--- src/rtl/recomb_pkg.sv ---
`default_nettype none
// ============================================================================
// Module      : recomb_pkg
// Description : Shared constants for the radix-4 recombiner: FSM state
//               encoding, default operand width and radix-4 digit values.
// Revision    : 1.0 - initial release
// ============================================================================
package recomb_pkg;

  // FSM state encoding
  localparam logic [1:0] S_IDLE  = 2'b00;
  localparam logic [1:0] S_ITER  = 2'b01;
  localparam logic [1:0] S_FINAL = 2'b10;

  // Default operand width (must be even and >= 4)
  localparam int DEFAULT_WIDTH = 8;

  // Radix-4 digit values, same digit set the SRT divider emits
  localparam logic [1:0] Q0 = 2'd0;
  localparam logic [1:0] Q1 = 2'd1;
  localparam logic [1:0] Q2 = 2'd2;
  localparam logic [1:0] Q3 = 2'd3;

endpackage : recomb_pkg
`default_nettype wire

--- src/rtl/digit_multiple.sv ---
`default_nettype none
// ============================================================================
// Module      : digit_multiple
// Description : Combinational radix-4 digit multiple: m = d * b, d in 0..3.
//               3b is built as (b<<1)+b so no real multiplier is needed.
// Revision    : 1.0 - initial release
// ============================================================================
module digit_multiple
  import recomb_pkg::*;
#(
  parameter int WIDTH = DEFAULT_WIDTH
) (
  input  logic [WIDTH-1:0] b,
  input  logic [1:0]       d,
  output logic [WIDTH+1:0] m
);

  logic [WIDTH+1:0] b1;
  logic [WIDTH+1:0] b2;

  assign b1 = {2'b00, b};
  assign b2 = {1'b0, b, 1'b0};

  // Select the digit multiple; all results fit in WIDTH+2 bits
  always_comb begin
    m = '0;
    case (d)
      Q0:      m = '0;
      Q1:      m = b1;
      Q2:      m = b2;
      Q3:      m = b2 + b1;
      default: m = '0;
    endcase
  end

endmodule : digit_multiple
`default_nettype wire

--- src/rtl/radix4_recombiner.sv ---
`default_nettype none
// ============================================================================
// Module      : radix4_recombiner
// Description : Sequential radix-4 multiply-add p = a*b + c, consuming the
//               multiplier two bits per cycle, MSB digit first. Inverse
//               datapath of the SRT divider (quotient->a, divisor->b,
//               remainder->c).
//               Optional macro RECOMBINER_CHECK_EN adds n_ref / check_ok,
//               flagging a correct quotient/remainder pair.
// Revision    : 1.0 - initial release
// ============================================================================
module radix4_recombiner
  import recomb_pkg::*;
#(
  parameter int WIDTH = DEFAULT_WIDTH
) (
  input  logic               clk,
  input  logic               resetn,
  input  logic               start,
  input  logic [WIDTH-1:0]   a,
  input  logic [WIDTH-1:0]   b,
  input  logic [WIDTH-1:0]   c,
`ifdef RECOMBINER_CHECK_EN
  input  logic [WIDTH-1:0]   n_ref,
  output logic               check_ok,
`endif
  output logic               busy,
  output logic               done,
  output logic [2*WIDTH-1:0] p
);

  localparam int DIGITS = WIDTH / 2;
  localparam int CNT_W  = $clog2(DIGITS + 1);
  localparam logic [CNT_W-1:0] LAST_CNT = CNT_W'(DIGITS - 1);

  logic [1:0]         state_q, state_d;
  logic [WIDTH-1:0]   a_sh_q,  a_sh_d;
  logic [WIDTH-1:0]   b_q,     b_d;
  logic [WIDTH-1:0]   c_q,     c_d;
  logic [2*WIDTH-1:0] acc_q,   acc_d;
  logic [CNT_W-1:0]   cnt_q,   cnt_d;
  logic               busy_q,  busy_d;
  logic               done_q,  done_d;
  logic [2*WIDTH-1:0] p_q,     p_d;
  logic [WIDTH+1:0]   mult;
  logic [2*WIDTH-1:0] sum;

  digit_multiple #(.WIDTH(WIDTH)) u_digit_multiple (
    .b (b_q),
    .d (a_sh_q[WIDTH-1:WIDTH-2]),
    .m (mult)
  );

  // Final sum; c_r is zero-extended, no overflow is possible
  assign sum = acc_q + {{WIDTH{1'b0}}, c_q};

`ifdef RECOMBINER_CHECK_EN
  logic [WIDTH-1:0] n_q, n_d;
  logic             check_ok_q, check_ok_d;
`endif

  // Next-state and datapath logic for IDLE / ITER / FINAL
  always_comb begin
    state_d = state_q;
    a_sh_d  = a_sh_q;
    b_d     = b_q;
    c_d     = c_q;
    acc_d   = acc_q;
    cnt_d   = cnt_q;
    busy_d  = busy_q;
    done_d  = 1'b0;
    p_d     = p_q;
`ifdef RECOMBINER_CHECK_EN
    n_d        = n_q;
    check_ok_d = check_ok_q;
`endif
    case (state_q)
      S_IDLE: begin
        if (start) begin
          a_sh_d  = a;
          b_d     = b;
          c_d     = c;
          acc_d   = '0;
          cnt_d   = '0;
          busy_d  = 1'b1;
          state_d = S_ITER;
`ifdef RECOMBINER_CHECK_EN
          n_d     = n_ref;
`endif
        end
      end
      S_ITER: begin
        acc_d  = {acc_q[2*WIDTH-3:0], 2'b00} + {{(WIDTH-2){1'b0}}, mult};
        a_sh_d = {a_sh_q[WIDTH-3:0], 2'b00};
        cnt_d  = cnt_q + 1'b1;
        if (cnt_q == LAST_CNT) begin
          state_d = S_FINAL;
        end
      end
      S_FINAL: begin
        p_d     = sum;
        done_d  = 1'b1;
        busy_d  = 1'b0;
        state_d = S_IDLE;
`ifdef RECOMBINER_CHECK_EN
        check_ok_d = (sum == {{WIDTH{1'b0}}, n_q}) && (c_q < b_q) && (b_q != '0);
`endif
      end
      default: begin
        busy_d  = 1'b0;
        state_d = S_IDLE;
      end
    endcase
  end

  // State registers with synchronous active-low reset
  always_ff @(posedge clk) begin
    if (!resetn) begin
      state_q <= S_IDLE;
      a_sh_q  <= '0;
      b_q     <= '0;
      c_q     <= '0;
      acc_q   <= '0;
      cnt_q   <= '0;
      busy_q  <= 1'b0;
      done_q  <= 1'b0;
      p_q     <= '0;
`ifdef RECOMBINER_CHECK_EN
      n_q        <= '0;
      check_ok_q <= 1'b0;
`endif
    end else begin
      state_q <= state_d;
      a_sh_q  <= a_sh_d;
      b_q     <= b_d;
      c_q     <= c_d;
      acc_q   <= acc_d;
      cnt_q   <= cnt_d;
      busy_q  <= busy_d;
      done_q  <= done_d;
      p_q     <= p_d;
`ifdef RECOMBINER_CHECK_EN
      n_q        <= n_d;
      check_ok_q <= check_ok_d;
`endif
    end
  end

  assign busy = busy_q;
  assign done = done_q;
  assign p    = p_q;
`ifdef RECOMBINER_CHECK_EN
  assign check_ok = check_ok_q;
`endif

endmodule : radix4_recombiner
`default_nettype wire

--- config.mk ---
export PLATFORM = sky130hd
export DESIGN_NAME = radix4_recombiner
export DESIGN_NICKNAME = d
export VERILOG_FILES = /design/src/rtl/recomb_pkg.sv /design/src/rtl/digit_multiple.sv /design/src/rtl/radix4_recombiner.sv
export SDC_FILE = /design/constraint.sdc
export NUM_CORES = 1
export LEC_CHECK = 0
export ABC_AREA = 1
export BUFFER_PORTS_ARGS = -buffer_cell sky130_fd_sc_hd__buf_4
export CAP_MARGIN = 5
export CELL_PAD_IN_SITES_DETAIL_PLACEMENT = 0
export CELL_PAD_IN_SITES_GLOBAL_PLACEMENT = 1
export CORE_UTILIZATION = 40
export CTS_CLUSTER_DIAMETER = 80
export CTS_CLUSTER_SIZE = 28
export DETAILED_ROUTE_END_ITERATION = 8
export HOLD_SLACK_MARGIN = 0.1
export PLACE_DENSITY = 0.9
export SYNTH_ARGS = -nofsm -noshare
export SYNTH_HDL_FRONTEND = slang
export SYNTH_SLANG_ARGS = --single-unit
--- constraint.sdc ---
create_clock -name clk -period 2.8 [get_ports clk]
set_input_delay 0.14 -clock clk [delete_from_list [all_inputs] [get_ports clk]]
set_output_delay 0.14 -clock clk [all_outputs]
set_load 0.02 [all_outputs]
# Word-level counts from Yosys, hierarchy flattened
# Cells that the tools add are included.
dict set report op_classes {
  n_eq_ne 8
  add_sub_neg 4
  mux 13
  bitwise_logic 1
  reduce_logical 7
}
# cell count
set ops {}
lappend ops {{10-bit case mux with 4 select lines} 1}
lappend ops {{16-bit case mux with 2 select lines} 1}
lappend ops {{16-bit by 10-bit adder with 16-bit output} 1}
lappend ops {{16-bit by 8-bit adder with 16-bit output} 1}
lappend ops {{16-bit 2-to-1 mux} 1}
lappend ops {{8-bit case mux with 2 select lines} 1}
lappend ops {{9-bit by 8-bit adder with 10-bit output} 1}
lappend ops {{8-bit 2-to-1 mux} 1}
lappend ops {{2-bit AND reduction} 4}
lappend ops {{2-bit == test (second input constant)} 3}
lappend ops {{3-bit case mux with 2 select lines} 1}
lappend ops {{2-bit by 1-bit == test with 1-bit output (second input constant)} 2}
lappend ops {{2-bit logical NOT} 2}
lappend ops {{2-bit 2-to-1 mux} 2}
lappend ops {{2-bit != test (second input constant)} 2}
lappend ops {{2-bit case mux with 2 select lines} 1}
lappend ops {{3-bit by 1-bit adder with 3-bit output (second input constant)} 1}
lappend ops {{3-bit by 2-bit == test with 1-bit output (second input constant)} 1}
lappend ops {{3-bit 2-to-1 mux} 1}
lappend ops {{1-bit 2-to-1 mux} 2}
lappend ops {{1-bit case mux with 2 select lines} 1}
lappend ops {{2-bit nonzero test} 1}
lappend ops {{1-bit inverter} 1}
dict set report word_totals {
  reg_bits 63
  wordCells 42
  input_bits 27
  output_inout_bits 18
}

# Logic depth before layout (Yosys ltp)
dict set report logic_depth {
  word_depth 4
  mapped_depth 19
  depth_no_buf 19
}

# Cells and area by module
# A second synthesis with hierarchy kept.
dict set report unflattened {
  hier_cells 620
  area_unflattened_um2 4005.1
}
# mod cells_per_inst instances area_each_um2 seq_area_each_um2
set by_module_without_submodules {}
lappend by_module_without_submodules {radix4_recombiner 524 1 3494.6 1261.2}
lappend by_module_without_submodules {digit_multiple 96 1 510.5 0.0}

# Worst setup path before layout
# Ideal clock, no wire load.
dict set report synth_timing {
  kind {reg-to-reg}
  startpoint {register b_q[1]}
  endpoint {register acc_q[12]}
  path_slack_ns 0.318
  path_buffers 0
  t_arrival_ns 2.349
  stages_incl_launch_ff 15
  setup_ns 0.132
  synth_period_minus_slack_ns 2.482
  required_ns 2.668
  path_cell_list {dfxtp_1 > ha_1 > inv_1 > fa_1 > o21a_1 > xor2_1 > o211ai_1 > ha_1 > or2_2 > nand3_1 > nand2_1 > nand2_1 > nand2_1 > nand3_1 > a21oi_1}
}
dict set report synth_between {
  elab_chain_cells 4
}
# item line_no
set synth_rtl {}
lappend synth_rtl {{from (decl)} radix4_recombiner.sv:38} ;# logic [WIDTH-1:0] b_q, b_d;
lappend synth_rtl {{from (signal assigned)} radix4_recombiner.sv:121} ;# b_q <= '0;
lappend synth_rtl {{from (signal assigned)} radix4_recombiner.sv:135} ;# b_q <= b_d;
lappend synth_rtl {{9-bit by 8-bit adder with 10-bit output} digit_multiple.sv:31} ;# Q3: m = b2 + b1;
lappend synth_rtl {{10-bit case mux with 4 select lines *} digit_multiple.sv:27} ;# case (d)
lappend synth_rtl {{16-bit by 10-bit adder with 16-bit output *} radix4_recombiner.sv:93} ;# acc_d = {acc_q[2*WIDTH-3:0], 2'b00} + {{(WIDTH-2){1'b0}}, mult};
lappend synth_rtl {{16-bit case mux with 2 select lines *} radix4_recombiner.sv:77} ;# case (state_q)
lappend synth_rtl {{to (signal assigned)} radix4_recombiner.sv:123} ;# acc_q <= '0;
lappend synth_rtl {{to (signal assigned)} radix4_recombiner.sv:137} ;# acc_q <= acc_d;
lappend synth_rtl {{to (decl)} radix4_recombiner.sv:40} ;# logic [2*WIDTH-1:0] acc_q, acc_d;
# Every way passes the cells marked *; elsewhere a longest branch is shown, timed or not.
# A chain may end at the register's enable or synchronous reset.

# Final worst setup path
dict set report layout_timing {
  startpoint {register b_q[0]}
  endpoint {register acc_q[14]}
}
# The elaborated chain is that of the path after synthesis.

==> impl_results.md <==
- Status: complete, no violations
- Critical Path Start Type: flop
- Asr flop ratio synth: 0%
- Switching share of power: 28.5%
- Crit path cell chain: ha_4 -> inv_1 -> fa_2 -> inv_2 -> nand2_1 -> o211ai_1 -> a21oi_1 -> o21ai_0 -> nand3_1 -> ha_4 -> nand2_1 -> a21oi_1 -> nor2_1 -> nand2_4 -> nand3_1 -> nand3_1 -> a21oi_1
- Max IR drop VDD: 323 µV
- DR vias: 3839
- Syn-to-layout area delta: 24.7%
- Yosys warning count: 0
- WL final: approximately 10000 µm
- DRT antenna net count: 0
- Area of the multi-input gates: 0.00233 mm²
- EDFF count, synth: 0
- Root buffer cell: clkbuf_8
- Die area: 0.0100 mm²
- Syn_nets: 644
- Final nets: 712
- Setup violators final: 0
- Clk sink count: 63
- Initial DRC count: 127
- Power share of the clock group: 34.3%
- Cell taking the most area after synthesis: dfxtp_1
- Wire per inst: roughly 12 µm
- Ys flop type: dfxtp_1
- GRT Residual Overflow: 0
- Pint: around 1.4 mW
- Worst path top cell family by delay: simple AND/OR/NAND/NOR gates
- Final Util: approximately 52%
- #FFs+latches synth: 63
- Buf/Inv on CP: 2
- GRT met3 Usage: 3.76%
- Post-DP Area: 0.00429 mm²
- Grt peak-use layer: met2
- Worst Path Arrival: 2890 ps
- Initial Utilization: around 41%
- GR Util met1: 25.4%
- Vias per inst: between 4 and 5
- Max-slew headroom: a little under half
- Post-synthesis cell area: 0.00385 mm²
- Critical Path Slowest Stage Cell: dfxtp_4
- Tot GR Track Use: between 20% and 30%
- Pwr dens: 400 mW/mm²
- Antenna violations before repair: 0
- Worst-case clock skew: 13.0 ps
- Die Ht: between 100 and 150 µm
- Clock slew at reported path FFs: 70 ps
- Leakage: 2.21 nW
- Period Utilization, post-route: 94.1%
- Cell variety after synth: 36
- Max Clk Rate: 380 MHz
- Seq pwr share: 50.2%
- Top cell type's share of synthesized area: about a third
- Rows: 35
- Diode count: 0
- Fraction of layout instances using a drive strength above 1: 14.9%
- Largest net degree at the start of global routing: 31
- Crit path kind: flop to flop
- Post-synth top cells: nand2_1, nor2_1, inv_1
- Hpwl dp: 6950 µm
- CTS max path bufs: 2
- First-pass GRT wire length: 16900 µm
- Crit path max fanout: 5
- WP data required: 3060 ps
- I/O Buffers: 44
- Met2 Use GR: between 30% and 40%
- Design Area, Final: 0.00480 mm²
- Synth top area cells: dfxtp_1, nand2_1, ha_1, a21oi_1, nor2_1
- GP Congestion: 0.848
- Register area share after synthesis: 32.7%
- I/O pin cnt: 45
- First-pass DRT Iterations: 5
- DRC viols: 0
- CP max stage delay: 370 ps
- Worst Setup End Kind: flop
- CTS tree: yes
- Max Slew Vio Count: 0
- Final Critical Period: 2630 ps
- Clock insertion delay at the later pin of the skew report: 330 ps
- Filler Cell Count: 953
- Die width: 100 µm
- Slew @ Worst Pin: 815 ps
- Switch Pwr: ~0.55 mW
- Total core area: 0.00928 mm²
- Storage cell area: 0.00127 mm²
- Avg Cell Area, Syn: between 6 and 7 µm²
- Max_cap viols: 0
- Gate power share: 15.5%
- Vias in the first global route: 3800
- Hold Fails Final Rpt: 0
- Worst hold path type: primary input to flop
- CTS Buf Count: 9
- Clock H-tree levels: 3
- Mapped Cells: a little under 600
- Top-count cell post-synth: nand2_1
layout by cell type, fill, tap and decap left out, drive strengths merged:
cell type,synthesis,layout
clkinv,1,5
buf,11,51
a22o,1,1
o21bai,1,1
nand2,157,157
nand3b,2,2
xnor2,2,2
o21ai,39,39
nor3,6,6
nand3,45,45
ha,27,27
fa,3,3
a31oi,6,6
nand4,5,5
dlygate4sd3,0,24
inv,67,67
clkbuf,7,11
or2,4,4
xor2,3,3
nor2,73,73
o211ai,5,5
o221ai,1,1
a21o,2,2
a21boi,1,1
a21oi,54,54
dfxtp,63,63
o21a,1,1
cells by family after synthesis:
logic type      after synthesis  synth area share [%]
simple gates                292                  31.3
fa+ha+maj                    30                  10.3
flops                        63                  32.7
buf+inv                      86                  9.03
xor+xnor                      5                  1.14
compound gates              111                  15.5
layout make-up:
class | count | area share, %
timing repair buffer | 75 | 13.0
tap | 129 | 3.36
inverter | 68 | 5.34
multi-input combinational | 438 | 48.6
clock inverter | 4 | 0.495
clock buffer | 11 | 2.74
sequential | 63 | 26.5
routing by layer:
layer	share of wire (%)	vias to the layer above	wire, µm
li1	-	2046	-
met2	48	74	4700
met1	47	1709	4640
met4	1.4	0	136
met3	3.8	10	372
met5	0	-	0
worst paths after layout:
check	startpoint	cells after the start	end	slack, ps
max	b_q[0]$_SDFFE_PN0P_	17	acc_q[14]$_SDFFE_PN0P_	170
min	b[0]	3	b_q[0]$_SDFFE_PN0P_	130
max reg2reg	b_q[0]$_SDFFE_PN0P_	17	acc_q[14]$_SDFFE_PN0P_	170
min reg2reg	a_sh_q[1]$_SDFFE_PN0P_	2	a_sh_q[1]$_SDFFE_PN0P_	460
power groups by stage:
stage	combinational, mW	sequential (mW)	clock [mW]
floorplan	0.179	0.973	0
finish	0.299	0.965	0.659
detailed placement	0.257	0.981	0
CTS	0.285	0.960	0.684
global route	0.339	0.969	0.717
global placement	0.253	0.980	0
state kept, by name, indices dropped and copies added, names as in the netlist:
signal	cells
done	1
cnt_q	3
state_q	2
acc_q	16
b_q	8
p	16
busy	1
a_sh_q	8
c_q	8
stage by stage:
stage / hold WS (ps) / TNS (ps) / cells / power (mW) / setup WS [ps]
2_1_floorplan: 275 / 0 / 587 / 1.15 / 318
3_3_place_gp: 361 / 0 / 747 / 1.23 / 167
3_5_place_dp: 370 / 0 / 747 / 1.24 / 71.4
4_1_cts: 103 / 0 / 786 / 1.93 / 38.8
5_1_grt: 132 / -37.2 / 788 / 2.03 / -28.8
6_report: 125 / 0 / 788 / 1.92 / 166
repair_timing:
action | in CTS | in global routing
endpoints found under the hold margin | 24 | 0
setup buffers | 0 | 2
resized for setup | 0 | 32
setup endpoints to repair | 0 | 10
hold buffers | 24 | 0
worst reg2reg max path: stages (launching register included):
cell and delay, ps:
dfxtp_4 370, ha_4 130, inv_1 50, fa_2 340, inv_2 70, nand2_1 50
o211ai_1 120, a21oi_1 100, o21ai_0 90, nand3_1 170, ha_4 290, nand2_1 90
a21oi_1 70, nor2_1 230, nand2_4 110, nand3_1 80, nand3_1 80, a21oi_1 130
No activity file was read; power rests on OpenSTA's default activity.
